[config.mk]
export PLATFORM = sky130hd
export DESIGN_NAME = bank_write_scatter
export DESIGN_NICKNAME = d
export VERILOG_FILES = /design/src/rtl/bank_write_scatter.sv
export SDC_FILE = /design/constraint.sdc
export NUM_CORES = 2
export LEC_CHECK = 0
export CAP_MARGIN = 0
export CORE_ASPECT_RATIO = 1.5
export CORE_MARGIN = 3
export CORE_UTILIZATION = 50
export DETAILED_ROUTE_END_ITERATION = 6
export PLACE_DENSITY = 0.83
export REMOVE_ABC_BUFFERS = 1
export SLEW_MARGIN = 20
export SYNTH_ARGS = -nofsm -noshare
export SYNTH_HDL_FRONTEND = slang
export SYNTH_SLANG_ARGS = --single-unit
[constraint.sdc]
create_clock -name i_clk -period 4.8 [get_ports i_clk]
set_input_delay 1.2 -clock i_clk [delete_from_list [all_inputs] [get_ports i_clk]]
set_output_delay 1.2 -clock i_clk [all_outputs]
set_load 0.1 [all_outputs]
[src/rtl/bank_write_scatter.sv]
// rtl/bank_write_scatter.sv - scatter a multi-lane write burst into conflict-free per-bank rounds
module bank_write_scatter #(
  parameter int BW     = 16,
  parameter int N_LANE = 16,
  parameter int N_BANK = 8,
  parameter int BBW    = $clog2(N_BANK)
) (
  input  logic                     i_clk,
  input  logic                     i_rst,
  input  logic                     src_rdy,
  output logic                     src_ack,
  input  logic [N_LANE*BW-1:0]     i_data,
  input  logic [N_LANE*BBW-1:0]    i_bank,
  input  logic [N_LANE-1:0]        i_lane_en,
  output logic                     dst_rdy,
  input  logic                     dst_ack,
  output logic [N_BANK*BW-1:0]     o_data,
  output logic [N_BANK-1:0]        o_mask,
  output logic [N_BANK*N_LANE-1:0] o_routing,
  output logic                     o_last
);

  typedef enum logic {IDLE, BUSY} state_t;

  state_t                  state, state_nxt;
  logic [N_LANE-1:0]       pending, pending_nxt;
  logic [N_LANE-1:0]       lane_ok;
  logic [N_LANE-1:0]       granted;
  logic [N_BANK-1:0]       taken;
  logic [N_LANE*BW-1:0]    data_r;
  logic [N_LANE*BBW-1:0]   bank_r;

  // Lanes aimed at a nonexistent bank never enter pending.
  always_comb begin
    lane_ok = '0;
    for (int j = 0; j < N_LANE; j++) begin
      lane_ok[j] = ({1'b0, i_bank[j*BBW +: BBW]} < (BBW+1)'(N_BANK));
    end
  end

  always_comb begin
    state_nxt   = state;
    pending_nxt = pending;
    src_ack     = (state == IDLE);
    dst_rdy     = (state == BUSY);
    case (state)
      IDLE: begin
        if (src_rdy) begin
          pending_nxt = i_lane_en & lane_ok;
          if (pending_nxt != '0) state_nxt = BUSY;
        end
      end
      BUSY: begin
        if (dst_ack) begin
          pending_nxt = pending & ~granted;
          if (pending_nxt == '0) state_nxt = IDLE;
        end
      end
      default: state_nxt = IDLE;
    endcase
  end

  always_ff @(posedge i_clk or negedge i_rst) begin
    if (!i_rst) begin
      state   <= IDLE;
      pending <= '0;
      data_r  <= '0;
      bank_r  <= '0;
    end else begin
      state   <= state_nxt;
      pending <= pending_nxt;
      if (state == IDLE && src_rdy) begin
        data_r <= i_data;
        bank_r <= i_bank;
      end
    end
  end

  // Per bank, the lowest-index pending lane wins; everything here is a
  // function of registered state only.
  always_comb begin
    taken     = '0;
    granted   = '0;
    o_routing = '0;
    o_data    = '0;
    for (int b = 0; b < N_BANK; b++) begin
      for (int j = 0; j < N_LANE; j++) begin
        if (!taken[b] && pending[j] && bank_r[j*BBW +: BBW] == BBW'(b)) begin
          taken[b]                = 1'b1;
          granted[j]              = 1'b1;
          o_routing[b*N_LANE + j] = 1'b1;
          o_data[b*BW +: BW]      = data_r[j*BW +: BW];
        end
      end
    end
  end

  assign o_mask = taken;
  assign o_last = (state == BUSY) && ((pending & ~granted) == '0);

endmodule
==> metrics.cfg, run 1 <==
[floorplan]
die-height_um = 300
fp.dieW_um = 202
ios = 591
initial_core_util_pct = 50.6
rows = 107

[logic_synthesis]
async_reset_ff_share_pct = 100
synth_top_area_share_pct = 27.8
ys_seq_area_share_pct = 27.8
synth-warning-count = 0
ys_top_cells_by_area = dfrtp_1 (28%), nand2_1 (14%), a221oi_1 (6.9%)
ys_seq_elements = 321
syn_area_um2 = 28900
synthCells = 4186
dominantRegCellSynth = dfrtp_1
syn_avg_cell_area_um2 = 6.90
synthDistinctLibCells = 82
synth-edff-count = 0
post-synth-top-area-cell = dfrtp_1

[clock_tree]
h-tree-depth = 1
root_buffer = clkbuf_16
cts.sinks = 321
cts_buffer_depth = 3
numCtsBuffers = 30

[global_routing]
grt.overflow.total = 146
grt_max_degree = 167
grt.total_usage_pct = 69.0

[placed_design]
routabilityCongestion = 1.32
port-buffer-count = 590
dp_hpwl_mm = 128

[status]
tool.error = [ERROR GRT-0232] Routing congestion too high. Check the congestion heatmap in the GUI.
outcome = aborted with a tool error
lastStage = 5_1_grt

Yosys cell counts, types with 28 or more instances:
| library cell | n |
|---|---|
| nand3_1 | 115 |
| a222oi_1 | 116 |
| nand4_1 | 55 |
| dfrtp_1 | 321 |
| buf_2 | 34 |
| a22oi_1 | 137 |
| inv_1 | 76 |
| nand4b_1 | 34 |
| a221o_1 | 68 |
| a221oi_1 | 229 |
| a31oi_1 | 81 |
| nor2_1 | 337 |
| buf_1 | 71 |
| nor3_1 | 45 |
| and3_1 | 28 |
| o22ai_1 | 101 |
| clkbuf_1 | 453 |
| o21ai_0 | 160 |
| nor4_1 | 35 |
| nand2_1 | 1110 |
| a21oi_1 | 167 |
| o221ai_1 | 29 |
per-layer routing:
metal,GRT overflow,GRT usage (%)
met2,83,86.6
met1,2,68.8
met5,1,32.5
met3,6,54.6
met4,54,63.2
kinds of logic after synthesis:
group / after synthesis / synth area share [%]
compound gates: 1239 / 31.6
simple gates: 1952 / 31.3
buf+inv: 666 / 8.97
mux: 8 / 0.295
flops: 321 / 27.8
metrics by stage:
stage | worst slack [ps] | instance area (um2) | std cells
floorplan | -10090 | 26700 | 3617
detailed placement | -3.30 | 38400 | 5291
global placement | 88.4 | 38400 | 5291
CTS | -155 | 42000 | 5470
repair_timing:
item | 4_1_cts
endpoints found under the hold margin | 0
gates cloned | 6
pin swaps | 118
hold buffers | 0
endpoints found under the setup margin | 130
resized for setup | 389
buffers inserted | 118
==> run 2: changes to the inputs <==
Settings changed: CORE_ASPECT_RATIO 1.5 to unset, CORE_UTILIZATION 50 to 35, PLACE_DENSITY 0.83 to unset, PLACE_DENSITY_LB_ADDON set to 0.15.
==> run 2 against run 1 <==
  * The flow now finishes, with violations (DRC, setup timing)
  * Synthesized cell count is the same
  * Area after synthesis is the same
==> metrics.cfg, run 2 <==
[status]
outcome = complete, but fails checks
violations = DRC, setup timing

[final_layout]
reg_top3 = data_r: 256 flops, bank_r: 48 flops, pending: 16 flops
nNetsFinal = 5424
syn_to_final_growth_pct = 73.7
final_common_cell = nand2_1
finish.utilization_pct = 61.9
regMostFlops = data_r
drive_above_1_share_pct = 36.8
largest_reg_flops = 256
final_cell_mix = nand2_1 (1,066), buf_4 (603), clkdlybuf4s50_1 (324)

[floorplan]
rows = 104
fp.dieW_um = 293
die-height_um = 293
die_area_um2 = 86000
ios = 591
core_um2 = 81100
initial_core_util_pct = 35.6

[setup_path]
endpoint_kind = output port
crit_cells = 15
cp-startpoint = bank_r[1]$_DFFE_PN0P_
crit_buf_inv = 7
slowest_delay_ps = 480
cp-start-kind = flop
reg2reg_depth = 13
critPathKind = flop to output port
timing.rr.end = dst_rdy$_DFF_PN0_
r2r_start = bank_r[5]$_DFFE_PN0P_
cp_max_fo = 7
path_cells = buf_4 -> or4b_4 -> inv_2 -> or4b_4 -> buf_6 -> nor4b_4 -> buf_12 -> buf_8 -> a222oi_1 -> nand3_2 -> a221oi_2 -> buf_4 -> nand3_2 -> a221o_1 -> buf_12
worstPathRequired_ps = 3600
arrival_ps = 3900
endpoint = o_data[12]
crit_family = compound AO/OA/AOI/OAI gates
ff2ff_setup_slack_ps = 1690
critical-path-slowest-cell = or4b_4

[global_routing]
grt_max_degree = 135
grt_pass1_vias = 39600
grt.overflow.total = 0
antenna_found_initial = 6
grt.total_usage_pct = 46.2
grt_pass1_wl_mm = 291

[drt]
routed-wl-met2_mm = 87.3
wl_met1_mm = 79.6
vias = 42500
drc = 199
viasPerCell = 6.87
dr.pass1.iters = 7
dr_wl_met3_mm = 28.7
highest_layer = met4
ant_nets = 0
wl_mm = 212
drt_iter0_drc = 7769
routedWlPerCell_um = 34.3

[logic_synthesis]
ys_seq_elements = 321
synth-warning-count = 0
ys_top_cells_by_area = dfrtp_1 (28%), nand2_1 (14%), a221oi_1 (6.9%)
post-synth-top-area-cell = dfrtp_1
synth_top_area_share_pct = 27.8
dominantRegCellSynth = dfrtp_1
synth-edff-count = 0
synthCells = 4186
ys_seq_area_share_pct = 27.8
post-synth-top-count-cell = nand2_1
syn_avg_cell_area_um2 = 6.90
synth_commonest_cells = nand2_1 (1,110), clkbuf_1 (453), nor2_1 (337), dfrtp_1 (321), a221oi_1 (229)
synthDistinctLibCells = 82
syn_area_um2 = 28900
async_reset_ff_share_pct = 100

[timing]
fin_tns_setup_ps = -12020
drv_slew = 0
max_freq_mhz = 196
holdWs_ps = 534
slew_headroom_pct = 29.6
fin_ws_ps = -304
fin_crit_ps = 5100
hold_viol = 0
rsz0062_at_grt = yes
fin_skew_ps = 13.4
finalSetupViolCount = 96
min_period_over_period_pct = 106
max_slew.worst_pin.slew_ps = 1060

[run]
max_cap_violations = 0

[clock_tree]
cts.sinks = 321
tritoncts = yes
clk_pin_slew_ps = 50
numCtsBuffers = 39
root_buffer = clkbuf_16
cts_buffer_depth = 3
h-tree-depth = 2
clk_latency_ps = 580

[pwr]
finalPower_mw = 42.9
ir_worst_vdd_uv = 1140
p_per_area_nw_per_um2 = 856
leakagePower_nw = 21.8

[placed_design]
port-buffer-count = 590
pre_cts_slack_ps = -68.2
routabilityCongestion = 1.04
dp_hpwl_mm = 157

[worst_hold_path]
hold_class = flop to flop

==> run 2: cell counts after synthesis <==
No cell type changed its count.
==> run 2: worst min path at each step <==
stage	from	to	slack (ps)	depth (start not counted)
2_1_floorplan	bank_r[40]$_DFFE_PN0P_	bank_r[40]$_DFFE_PN0P_	520	2
3_3_place_gp	bank_r[1]$_DFFE_PN0P_	bank_r[1]$_DFFE_PN0P_	490	2
3_5_place_dp	bank_r[1]$_DFFE_PN0P_	bank_r[1]$_DFFE_PN0P_	500	2
4_1_cts	bank_r[1]$_DFFE_PN0P_	bank_r[1]$_DFFE_PN0P_	550	2
5_1_grt	bank_r[1]$_DFFE_PN0P_	bank_r[1]$_DFFE_PN0P_	550	2
6_report	bank_r[1]$_DFFE_PN0P_	bank_r[1]$_DFFE_PN0P_	530	2
==> run 2: metal layers <==
| layer | vias to the layer above | track usage [%] |
|---|---|---|
| li1 | 17300 | - |
| met1 | 20400 | 61.1 |
| met2 | 3801 | 67.8 |
| met3 | 902 | 11.9 |
| met4 | 0 | 27.7 |
| met5 | - | 0 |
==> run 2: cell type report <==
type                            count  area [um2]
Clock buffer                       51        1110
Fill cell                        7235       30900
Sequential cell                   321        8060
Multi-Input combinational cell   3199       22500
Inverter                           97         482
Timing Repair Buffer             1442       16500
Antenna cell                        4        10.0
Clock inverter                     14         140
Tap cell                         1060        1330
==> run 2: kinds of logic after synthesis <==
kind of cell	share of synthesized area, %
AND/OR/NAND/NOR	31.3
AO/OA/AOI/OAI	31.6
buffers and inverters	8.97
flip-flops	27.8
multiplexers	0.295
==> run 2: through the flow <==
stage | instance area, um2 | std cells
5_1_grt | 50100 | 6185
6_report | 50200 | 6188
2_1_floorplan | 26700 | 3617
4_1_cts | 47100 | 6083
3_5_place_dp | 41300 | 5849
3_3_place_gp | 41300 | 5849
==> run 2: report_power, final <==
group / internal (mW) / leakage, nW / switching, mW
clock: 1.74 / 0.616 / 1.29
sequential: 3.93 / 3.98 / 4.76
combinational: 11.7 / 17.2 / 19.5
==> run 2: what timing repair did <==
action	CTS	global route
gates cloned	10	6
setup endpoints to repair	131	130
buffers inserted	174	134
gates resized for setup	746	472
pin swaps	298	297
hold buffers	0	0
==> run 2: worst register-to-register path: cells and delay by family (launching register included) <==
| family | cells | cell delay, ps |
|---|---|---|
| compound gates | 1 | 140 |
| buf+inv | 4 | 520 |
| simple gates | 8 | 1930 |
| flops | 1 | 440 |
(Power assumes the default switching activity.)
